$ cat config.mk
export PLATFORM = sky130hd
export DESIGN_NAME = scan_config_ctrl
export DESIGN_NICKNAME = d
export VERILOG_FILES = /design/src/rtl/scan_config_ctrl.sv
export SDC_FILE = /design/constraint.sdc
export NUM_CORES = 1
export LEC_CHECK = 0
export BUFFER_PORTS_ARGS = -buffer_cell sky130_fd_sc_hd__buf_2
export CAP_MARGIN = 30
export CORE_ASPECT_RATIO = 1.25
export CORE_MARGIN = 1.5
export CORE_UTILIZATION = 46
export CTS_CLUSTER_SIZE = 40
export DETAILED_ROUTE_END_ITERATION = 8
export PLACE_DENSITY = 0.66
export SYNTH_ARGS = -nofsm -noshare
export SYNTH_HDL_FRONTEND = slang
export SYNTH_SLANG_ARGS = --single-unit
$ cat constraint.sdc
create_clock -name scan_clk -period 2.43 [get_ports scan_clk]
set_clock_uncertainty 0.2 [all_clocks]
set_input_delay 0.243 -clock scan_clk [delete_from_list [all_inputs] [get_ports scan_clk]]
set_output_delay 0.243 -clock scan_clk [all_outputs]
set_load 0.02 [all_outputs]
$ cat src/rtl/scan_config_ctrl.sv
// scan_config_ctrl: programs a serial connection scan chain from a stream of
// configuration words, LSB first, and folds the bits returned from the chain
// tail into a running parity.
module scan_config_ctrl #(
    parameter int unsigned WORD_WIDTH = 8,
    parameter int unsigned LEN_WIDTH  = 16
) (
    input  logic                  scan_clk,
    input  logic                  reset,
    input  logic                  start,
    input  logic [LEN_WIDTH-1:0]  chain_len,
    input  logic [WORD_WIDTH-1:0] cfg_data,
    input  logic                  cfg_valid,
    output logic                  cfg_ready,
    output logic                  conn_scan_en,
    output logic                  conn_scan_in,
    input  logic                  conn_scan_out,
    output logic                  busy,
    output logic                  done,
    output logic                  err,
    output logic                  chk_parity
);

    localparam int unsigned IDX_W = (WORD_WIDTH > 1) ? $clog2(WORD_WIDTH) : 1;
    localparam logic [IDX_W-1:0] LAST_IDX = IDX_W'(WORD_WIDTH - 1);

    typedef enum logic [1:0] {
        IDLE  = 2'd0,
        FETCH = 2'd1,
        SHIFT = 2'd2,
        DONE  = 2'd3
    } state_t;

    state_t                  state_q, state_d;
    logic [WORD_WIDTH-1:0]   shreg_q, shreg_d;
    logic [LEN_WIDTH-1:0]    remaining_q, remaining_d;
    logic [IDX_W-1:0]        bit_idx_q, bit_idx_d;
    logic                    parity_q, parity_d;
    logic                    err_d;

    logic cfg_ready_q;
    logic scan_en_q;
    logic scan_in_q;
    logic busy_q;
    logic done_q;
    logic err_q;

    // Next-state and datapath update for the shift sequencer.
    always_comb begin
        state_d     = state_q;
        shreg_d     = shreg_q;
        remaining_d = remaining_q;
        bit_idx_d   = bit_idx_q;
        parity_d    = parity_q;
        err_d       = 1'b0;

        case (state_q)
            IDLE: begin
                if (start) begin
                    if (chain_len != '0) begin
                        remaining_d = chain_len;
                        parity_d    = 1'b0;
                        state_d     = FETCH;
                    end else begin
                        err_d = 1'b1;
                    end
                end
            end
            FETCH: begin
                if (cfg_valid) begin
                    shreg_d   = cfg_data;
                    bit_idx_d = '0;
                    state_d   = SHIFT;
                end
            end
            SHIFT: begin
                shreg_d     = shreg_q >> 1;
                remaining_d = remaining_q - LEN_WIDTH'(1);
                bit_idx_d   = bit_idx_q + IDX_W'(1);
                parity_d    = parity_q ^ conn_scan_out;
                // Chain end wins over word end; leftover word bits are dropped.
                if (remaining_q == LEN_WIDTH'(1)) begin
                    state_d = DONE;
                end else if (bit_idx_q == LAST_IDX) begin
                    state_d = FETCH;
                end
            end
            DONE: begin
                state_d = IDLE;
            end
            default: begin
                state_d = IDLE;
            end
        endcase
    end

    // State, datapath and output registers; outputs are decoded from the next state
    // so they line up with the registered state.
    always_ff @(posedge scan_clk) begin
        if (reset) begin
            state_q     <= IDLE;
            shreg_q     <= '0;
            remaining_q <= '0;
            bit_idx_q   <= '0;
            parity_q    <= 1'b0;
            cfg_ready_q <= 1'b0;
            scan_en_q   <= 1'b0;
            scan_in_q   <= 1'b0;
            busy_q      <= 1'b0;
            done_q      <= 1'b0;
            err_q       <= 1'b0;
        end else begin
            state_q     <= state_d;
            shreg_q     <= shreg_d;
            remaining_q <= remaining_d;
            bit_idx_q   <= bit_idx_d;
            parity_q    <= parity_d;
            cfg_ready_q <= (state_d == FETCH);
            scan_en_q   <= (state_d == SHIFT);
            scan_in_q   <= (state_d == SHIFT) & shreg_d[0];
            busy_q      <= (state_d != IDLE);
            done_q      <= (state_d == DONE);
            err_q       <= err_d;
        end
    end

    assign cfg_ready    = cfg_ready_q;
    assign conn_scan_en = scan_en_q;
    assign conn_scan_in = scan_in_q;
    assign busy         = busy_q;
    assign done         = done_q;
    assign err          = err_q;
    assign chk_parity   = parity_q;

endmodule
==> results of run 1 <==
-- logic make-up (layout without fill, tap and decap cells) --
family | after synthesis | after routing | synth area share
AO/OA/AOI/OAI | 84 | 84 | 0.268
XOR/XNOR | 1 | 1 | 0.00439
adder cells (fa/ha/maj) | 8 | 8 | 0.0501
buffers and inverters | 28 | 65 | 0.0583
flip-flops | 36 | 36 | 0.361
multiplexers | 4 | 4 | 0.0207
AND/OR/NAND/NOR | 90 | 90 | 0.238
-- cell usage after synthesis (3+ instances only) --
cell type                   n
sky130_fd_sc_hd__a21oi_1   29
sky130_fd_sc_hd__or3_1      3
sky130_fd_sc_hd__nor3_1    10
sky130_fd_sc_hd__a32oi_1    3
sky130_fd_sc_hd__nand4_1    4
sky130_fd_sc_hd__mux2i_1    3
sky130_fd_sc_hd__nor2b_1    7
sky130_fd_sc_hd__o21ai_0   21
sky130_fd_sc_hd__clkbuf_1   8
sky130_fd_sc_hd__a31oi_1    3
sky130_fd_sc_hd__inv_1     12
sky130_fd_sc_hd__o32ai_1    3
sky130_fd_sc_hd__nand2_1   16
sky130_fd_sc_hd__nor2_1    26
sky130_fd_sc_hd__a22oi_1    6
sky130_fd_sc_hd__nand3_1    4
sky130_fd_sc_hd__buf_1      3
sky130_fd_sc_hd__dfxtp_1   36
sky130_fd_sc_hd__ha_1       8
sky130_fd_sc_hd__o31a_1     4
sky130_fd_sc_hd__nor4_1     5
-- final timing paths --
check	from	endpoint	depth (start not counted)
max reg2reg	state_q[0]	conn_scan_en	9
min	cfg_data[7]	shreg_q[7]	3
max	state_q[0]	conn_scan_en	9
min reg2reg	shreg_q[6]	shreg_q[6]	2
-- flip-flops by register name, summed over array words and instances (netlist names) --
name and count:
bit_idx_q 3, busy 1, cfg_ready 1, chk_parity 1
conn_scan_en 1, conn_scan_in 1, done 1, err 1
remaining_q 16, shreg_q 8, state_q 2
-- metal layers --
metal,wire length (µm),part of all wire,up-vias
met5,0,0,-
met4,113,0.023,0
met3,183,0.037,13
met2,2470,0.49,48
met1,2240,0.45,906
li1,-,-,984
-- worst register-to-register path, stage by stage, from the launching register on --
cell	delay [ns]
sky130_fd_sc_hd__dfxtp_1	0.38
sky130_fd_sc_hd__inv_1	0.09
sky130_fd_sc_hd__ha_1	0.24
sky130_fd_sc_hd__buf_4	0.17
sky130_fd_sc_hd__and3b_1	0.18
sky130_fd_sc_hd__o221ai_1	0.17
sky130_fd_sc_hd__o221a_1	0.26
sky130_fd_sc_hd__or2_4	0.17
sky130_fd_sc_hd__clkinv_2	0.05
sky130_fd_sc_hd__and2_1	0.14
-- placed cells by master (no fill, tap or decap), types with 4 or more instances in the layout --
cell                       synthesis  routed
sky130_fd_sc_hd__nor2_1           26      26
sky130_fd_sc_hd__o21ai_0          21      21
sky130_fd_sc_hd__nor3_1           10      10
sky130_fd_sc_hd__a21oi_1          29      29
sky130_fd_sc_hd__clkbuf_8          0       5
sky130_fd_sc_hd__nand2_1          16      16
sky130_fd_sc_hd__dfxtp_1          36      36
sky130_fd_sc_hd__buf_2             2      35
sky130_fd_sc_hd__nand4_1           4       4
sky130_fd_sc_hd__a22oi_1           6       6
sky130_fd_sc_hd__ha_1              8       8
sky130_fd_sc_hd__nand3_1           4       4
sky130_fd_sc_hd__buf_4             2       9
sky130_fd_sc_hd__inv_1            12      12
sky130_fd_sc_hd__nor2b_1           7       7
sky130_fd_sc_hd__o31a_1            4       4
sky130_fd_sc_hd__nor4_1            5       5
-- power by group --
group | switching, mW | internal, mW | total (mW)
Sequential | 0.0277 | 0.620 | 0.648
Clock | 0.234 | 0.304 | 0.538
Combinational | 0.175 | 0.109 | 0.283
Total | 0.436 | 1.03 | 1.47
-- metrics by stage --
step            util  instance area [µm²]
6_report       0.570                 2350
5_1_grt        0.570                 2350
4_1_cts        0.570                 2350
3_5_place_dp   0.543                 2240
3_3_place_gp   0.543                 2240
2_1_floorplan      -                 2000
-- final cells by class --
type / instances / area [µm²]
Inverter: 13 / 50.0
Clock inverter: 3 / 42.5
Tap cell: 56 / 70.1
Fill cell: 424 / 1780
Multi-Input combinational cell: 187 / 1160
Clock buffer: 5 / 68.8
Timing Repair Buffer: 44 / 243
Sequential cell: 36 / 721
==> out/results.md, run 1 <==
| Metric | Value | Unit |
|---|---|---|
| TritonCTS clock tree | yes | - |
| CTS clk-pin slew, worst paths | 0.08 | ns |
| Place WS | 0.298 | ns |
| PnR Total Power | 1.47 | mW |
| Number of antenna diodes | 0 | - |
| Max_slew headroom | 0.537 | - |
| Area Overhead vs Synth | 17.9 | % |
| Inst Count DP | 336 | - |
| Top cell type's share of synthesized area | 0.361 | - |
| Clk_lat worst skew | 0.29 | ns |
| Tcrit/Tclk final | 0.887 | - |
| Worst hold-check path type | in -> reg | - |
| Overall global routing resource usage | 0.224 | - |
| Worst reg2reg setup slack | 0.28 | ns |
| Total number of H-tree levels | 2 | - |
| Share of flip-flops with an asynchronous set or reset | 0 | - |
| Count of standard-cell rows | 26 | - |
| Critical path launch point type | flop | - |
| Number of buffers on the longest clock path | 2 | - |
| Highest-utilization routing layer at the global route stage | met2 | - |
| Synth warn | 0 | - |
| Post_cts resized | 0 | - |
| Sum of buffers and inverters on the critical path | 3 | - |
| Required time reported for the critical path endpoint | 2.42 | ns |
| Critical path cell sequence | inv_1 > ha_1 > buf_4 > and3b_1 > o221ai_1 > o221a_1 > or2_4 > clkinv_2 > and2_1 | - |
| Count of buffers added by post-CTS timing repair for setup | 0 | - |
| RePlAce Congestion | 0.859 | - |
| WP data arrival | 2.15 | ns |
| Peak per-stage delay on the critical path | 0.38 | ns |
| Family of cells with the greatest summed delay on the critical path | simple AND/OR/NAND/NOR gates | - |
| Initial core utilization | 0.483 | - |
| Violation count after the first detailed-route iteration | 178 | - |
| Vertical die dimension | 76.7 | µm |
| Start-to-end type of the worst setup path | reg -> reg | - |
| Status | finished clean | - |
| GRT met1 Usage | 0.272 | - |
| Sort of element at the end of the critical path | flop | - |
| Post-Route WL | 5.00 | mm |
| Summed instance area of the synthesized netlist | 2000 | µm² |
| Achievable Freq | 464 | MHz |
| CTS sink count | 36 | - |
| Width of the chip | 61.9 | µm |
| DRC violation count after routing | 0 | - |
| Dominant cells by area after synthesis | sky130_fd_sc_hd__dfxtp_1 36%, sky130_fd_sc_hd__a21oi_1 7.3%, sky130_fd_sc_hd__o21ai_0 5.3%, sky130_fd_sc_hd__ha_1 5.0%, sky130_fd_sc_hd__nor2_1 4.9% | - |
| Number of max-cap violations | 0 | - |
| Number of instances in the synthesized netlist | 251 | - |
| Mean post-synth cell area | 7.96 | µm² |
| Nets | 324 | - |
| Routing usage on met2 | 0.371 | - |
| Fraction of the yosys area taken by sequential cells | 0.361 | - |
| Root Driver | sky130_fd_sc_hd__clkbuf_8 | - |
| Final Hold Fails | 0 | - |
| Final HPWL DP | 3.50 | mm |
| Hold buffers post-CTS | 0 | - |
| PnR worst setup slack | 0.276 | ns |
| Static leakage power | 0.939 | nW |
| Synth Flop Type | sky130_fd_sc_hd__dfxtp_1 | - |
| Count of vias placed by the detailed router | 1951 | - |
| EDFF count, synth | 0 | - |
| Number of global-route vias before repair | 1851 | - |
| Number of endpoints failing setup at the final stage | 0 | - |
| Post-synthesis net count | 288 | - |
| Finished Layout Cells | 344 | - |
| Cell type contributing the most total cell area after synthesis | sky130_fd_sc_hd__dfxtp_1 | - |
| Port Buffer Count | 35 | - |
| Routed via count divided by cell count | 5.67 | - |
| Number of antenna violations at the first check in global routing | 0 | - |
| Slew of the pin with the lowest slew margin | 0.689 | ns |
| Power per cell area | 624 | nW/µm² |
| Setup repair after global routing missed its margin | no | - |
| Detail Route Antenna Nets | 0 | - |
| Average wire per standard cell | 14.5 | µm |
| Final Critical Period | 2.15 | ns |
| Total congestion overflow after global routing | 0 | - |
| Floorplan Core Area | 4130 | µm² |
| Fraction of final layout cells sized beyond drive strength 1 | 0.212 | - |
| Worst hold margin | 0.00878 | ns |
| Number of pins with negative max-slew slack in the final report | 0 | - |
| Pin count of the biggest net entering global routing | 33 | - |
| Cell with the largest stage delay on the worst path | sky130_fd_sc_hd__dfxtp_1 | - |
| I/O pin total | 36 | - |
| Synth cell types | 50 | - |
| CP Max Fanout | 7 | - |
| Number of buffers created by CTS | 5 | - |
| Met3 global-route usage | 0.0489 | - |
| Number of detailed-route iterations in the first pass | 4 | - |
| Global-route wire length before repair | 8.08 | mm |
| Area of the die | 4750 | µm² |
| Worst-case vdd ir drop | 0.374 | mV |
| Register bit total from synthesis | 36 | - |
| Summed negative setup slack over all endpoints | 0 | ns |
(Power assumes the default switching activity.)
==> run 2, diff against run 1 <==
PLACE_DENSITY = 0.7   (was 0.66)
clock period = 1.9 ns   (was 2.43 ns; I/O delays follow)
==> run 2 against run 1 <==
  * The flow now finishes with violations (setup timing)
  * Global-route usage grew 0.11 points
  * Largest power group unchanged
  * First-iteration DRC count shrank 19%
  * Die area did not move
  * Cell count up 6.4%
  * Routed wire length increased by 2.1%
  * Count of clock-buffer cells in the layout is 2 higher
  * Core utilization is 5.9 points higher
  * Register-to-register slack worse by 0.25 ns
  * Clock power grew 5.8%
==> out/results.md, run 2 (synthesized netlist as in run 1, its figures left out) <==
| Metric | Value | Unit | Delta |
|---|---|---|---|
| Max_slew headroom | 0.674 | - | +0.137 |
| Overall global routing resource usage | 0.225 | - | +0.00113 |
| Floorplan Core Area | 4130 | µm² | unchanged |
| Number of antenna violations at the first check in global routing | 0 | - | unchanged |
| Routed via count divided by cell count | 5.57 | - | -1.9% |
| I/O pin total | 36 | - | unchanged |
| Pin count of the biggest net entering global routing | 26 | - | -21% |
| TritonCTS clock tree | yes | - |  |
| Leading cell type in the layout, fill and taps excluded | sky130_fd_sc_hd__buf_2 | - |  |
| CTS clk-pin slew, worst paths | 0.07 | ns | about the same |
| Violations in the final reports | setup timing | - |  |
| Worst setup path endpoint | remaining_q[5] | - |  |
| Place WS | -0.0804 | ns | -0.379 ns |
| Startpoint of the lowest-slack register-to-register path | remaining_q[12] | - |  |
| Required time reported for the critical path endpoint | 1.92 | ns | -0.50 ns |
| Worst setup path startpoint | start | - |  |
| Sort of element at the end of the critical path | flop | - |  |
| Final std cell area, no fill | 2600 | µm² | +10% |
| Vertical die dimension | 76.7 | µm | unchanged |
| Violation count after the first detailed-route iteration | 144 | - | -19% |
| Worst hold margin | 0.0262 | ns | +0.0174 ns |
| Worst hold-check path type | in -> reg | - |  |
| Setup repair after global routing missed its margin | yes | - |  |
| Final HPWL DP | 3.65 | mm | +4.4% |
| Width of the chip | 61.9 | µm | unchanged |
| Post-Route WL | 5.11 | mm | +2.1% |
| Number of buffers created by CTS | 5 | - | unchanged |
| Count of vias placed by the detailed router | 2037 | - | +4.4% |
| Area of the die | 4750 | µm² | unchanged |
| Worst reg2reg setup slack | 0.03 | ns | -0.25 ns |
| Most used cells in the layout excluding fill and tap cells | 35 x sky130_fd_sc_hd__buf_2, 33 x sky130_fd_sc_hd__dfxtp_1, 29 x sky130_fd_sc_hd__a21oi_1, 27 x sky130_fd_sc_hd__buf_4, 26 x sky130_fd_sc_hd__nor2_1 | - |  |
| Detail Route Antenna Nets | 0 | - | unchanged |
| Post-DP Area | 2370 | µm² | +5.5% |
| Number of cells on the worst reg-to-reg path | 5 | - | -4 |
| Start-to-end type of the worst setup path | in -> reg | - |  |
| Tcrit/Tclk final | 1.00 | - |  |
| DRC violation count after routing | 0 | - | unchanged |
| Slew of the pin with the lowest slew margin | 0.489 | ns | -0.201 ns |
| Global-route wire length before repair | 8.18 | mm | +1.2% |
| Number of max-cap violations | 0 | - | unchanged |
| Register containing the most flip-flops in the final layout | remaining_q | - |  |
| Summed negative setup slack over all endpoints | -0.00575 | ns | -0.00575 ns |
| Power per cell area | 708 | nW/µm² | +14% |
| Filler Cell Count | 396 | - | -6.6% |
| Total congestion overflow after global routing | 0 | - | unchanged |
| CTS sink count | 36 | - | unchanged |
| Number of antenna diodes | 0 | - | unchanged |
| PnR worst setup slack | -0.00575 | ns | -0.281 ns |
| Final core area utilization | 0.629 | - | +0.0591 |
| RePlAce Congestion | 0.896 | - | +4.3% |
| Port Buffer Count | 35 | - | unchanged |
| Area Overhead vs Synth | 30.1 | % |  |
| Status | complete, but fails checks | - |  |
| Max FFs per register | 16 | - | unchanged |
| Static leakage power | 1.03 | nW | +9.7% |
| Root Driver | sky130_fd_sc_hd__clkbuf_8 | - |  |
| Worst-case vdd ir drop | 0.421 | mV | +13% |
| Clk_lat worst skew | 0.29 | ns | about the same |
| Number of detailed-route iterations in the first pass | 4 | - | unchanged |
| Average wire per standard cell | 14.0 | µm | -4.0% |
| Fraction of final layout cells sized beyond drive strength 1 | 0.310 | - | +0.0979 |
| Number of global-route vias before repair | 1889 | - | +2.1% |
| Nets | 346 | - | +6.8% |
| WP data arrival | 1.93 | ns | -0.22 ns |
| Count of standard-cell rows | 26 | - | unchanged |
| Achievable Freq | 525 | MHz |  |
| Total number of H-tree levels | 2 | - | unchanged |
| Reg-to-reg critical path endpoint | conn_scan_in | - |  |
| Final Critical Period | 1.91 | ns |  |
| Initial core utilization | 0.483 | - | unchanged |
| Registers with the most flip-flops | remaining_q (16), shreg_q (8), bit_idx_q (3) | - |  |
| Critical path launch point type | input pin | - |  |
| CP Max Fanout | 8 | - | +1 |
| Number of pins with negative max-slew slack in the final report | 0 | - | unchanged |
| Number of buffers on the longest clock path | 2 | - | unchanged |
| Final Hold Fails | 0 | - | unchanged |
| Number of endpoints failing setup at the final stage | 1 | - | +1 |
-- run 2: layer usage --
metal  GRT usage  vias up  share of wire
li1            -     1032              -
met1       0.271      941           0.43
met2       0.372       54           0.50
met3      0.0455       10          0.051
met4      0.0979        0          0.019
met5           0        -              0
-- run 2: how the worst min path moves through the flow --
stage,depth (start not counted),startpoint,slack [ns],end
global route,3,chain_len[1],0.04,remaining_q[1]
finish,3,chain_len[1],0.03,remaining_q[1]
CTS,3,chain_len[1],0.02,remaining_q[1]
global placement,3,cfg_data[7],0.25,shreg_q[7]
detailed placement,3,cfg_data[7],0.26,shreg_q[7]
floorplan,2,start,0.15,err
-- run 2: what timing repair did --
action	CTS	global route
pin swaps	3	6
endpoints found under the setup margin	8	30
resized for setup	4	21
gates cloned	0	1
hold buffers	2	0
endpoints found under the hold margin	2	0
setup buffers	1	2
-- run 2: power breakdown --
group          leakage, nW  switching, mW  internal [mW]
registers            0.295         0.0367          0.793
clock network       0.0445          0.275          0.295
logic                0.691          0.244          0.198
total                 1.03          0.555           1.29
-- run 2: stage by stage --
| stage | total power, mW | cells |
|---|---|---|
| finish | 1.84 | 366 |
| detailed placement | 1.25 | 352 |
| CTS | 1.82 | 363 |
| global route | 1.94 | 366 |
| global placement | 1.24 | 352 |
| floorplan | 1.08 | 251 |
-- run 2: layout make-up --
| cell class | count | area, µm² | share of cell area |
|---|---|---|---|
| Multi-Input combinational cell | 187 | 1240 | 0.476 |
| Clock inverter | 1 | 7.51 | 0.00289 |
| Inverter | 13 | 50.0 | 0.0193 |
| Sequential cell | 36 | 727 | 0.280 |
| Clock buffer | 7 | 86.3 | 0.0332 |
| Tap cell | 56 | 70.1 | 0.0270 |
| Timing Repair Buffer | 66 | 420 | 0.162 |
-- run 2: worst max-delay path: stages --
cell and delay [ns]:
sky130_fd_sc_hd__dlygate4sd3_1 0.54, sky130_fd_sc_hd__buf_2 0.11, sky130_fd_sc_hd__inv_1 0.05, sky130_fd_sc_hd__a41oi_2 0.29, sky130_fd_sc_hd__mux2i_4 0.14, sky130_fd_sc_hd__buf_4 0.19, sky130_fd_sc_hd__or2_2 0.29, sky130_fd_sc_hd__a21oi_1 0.13
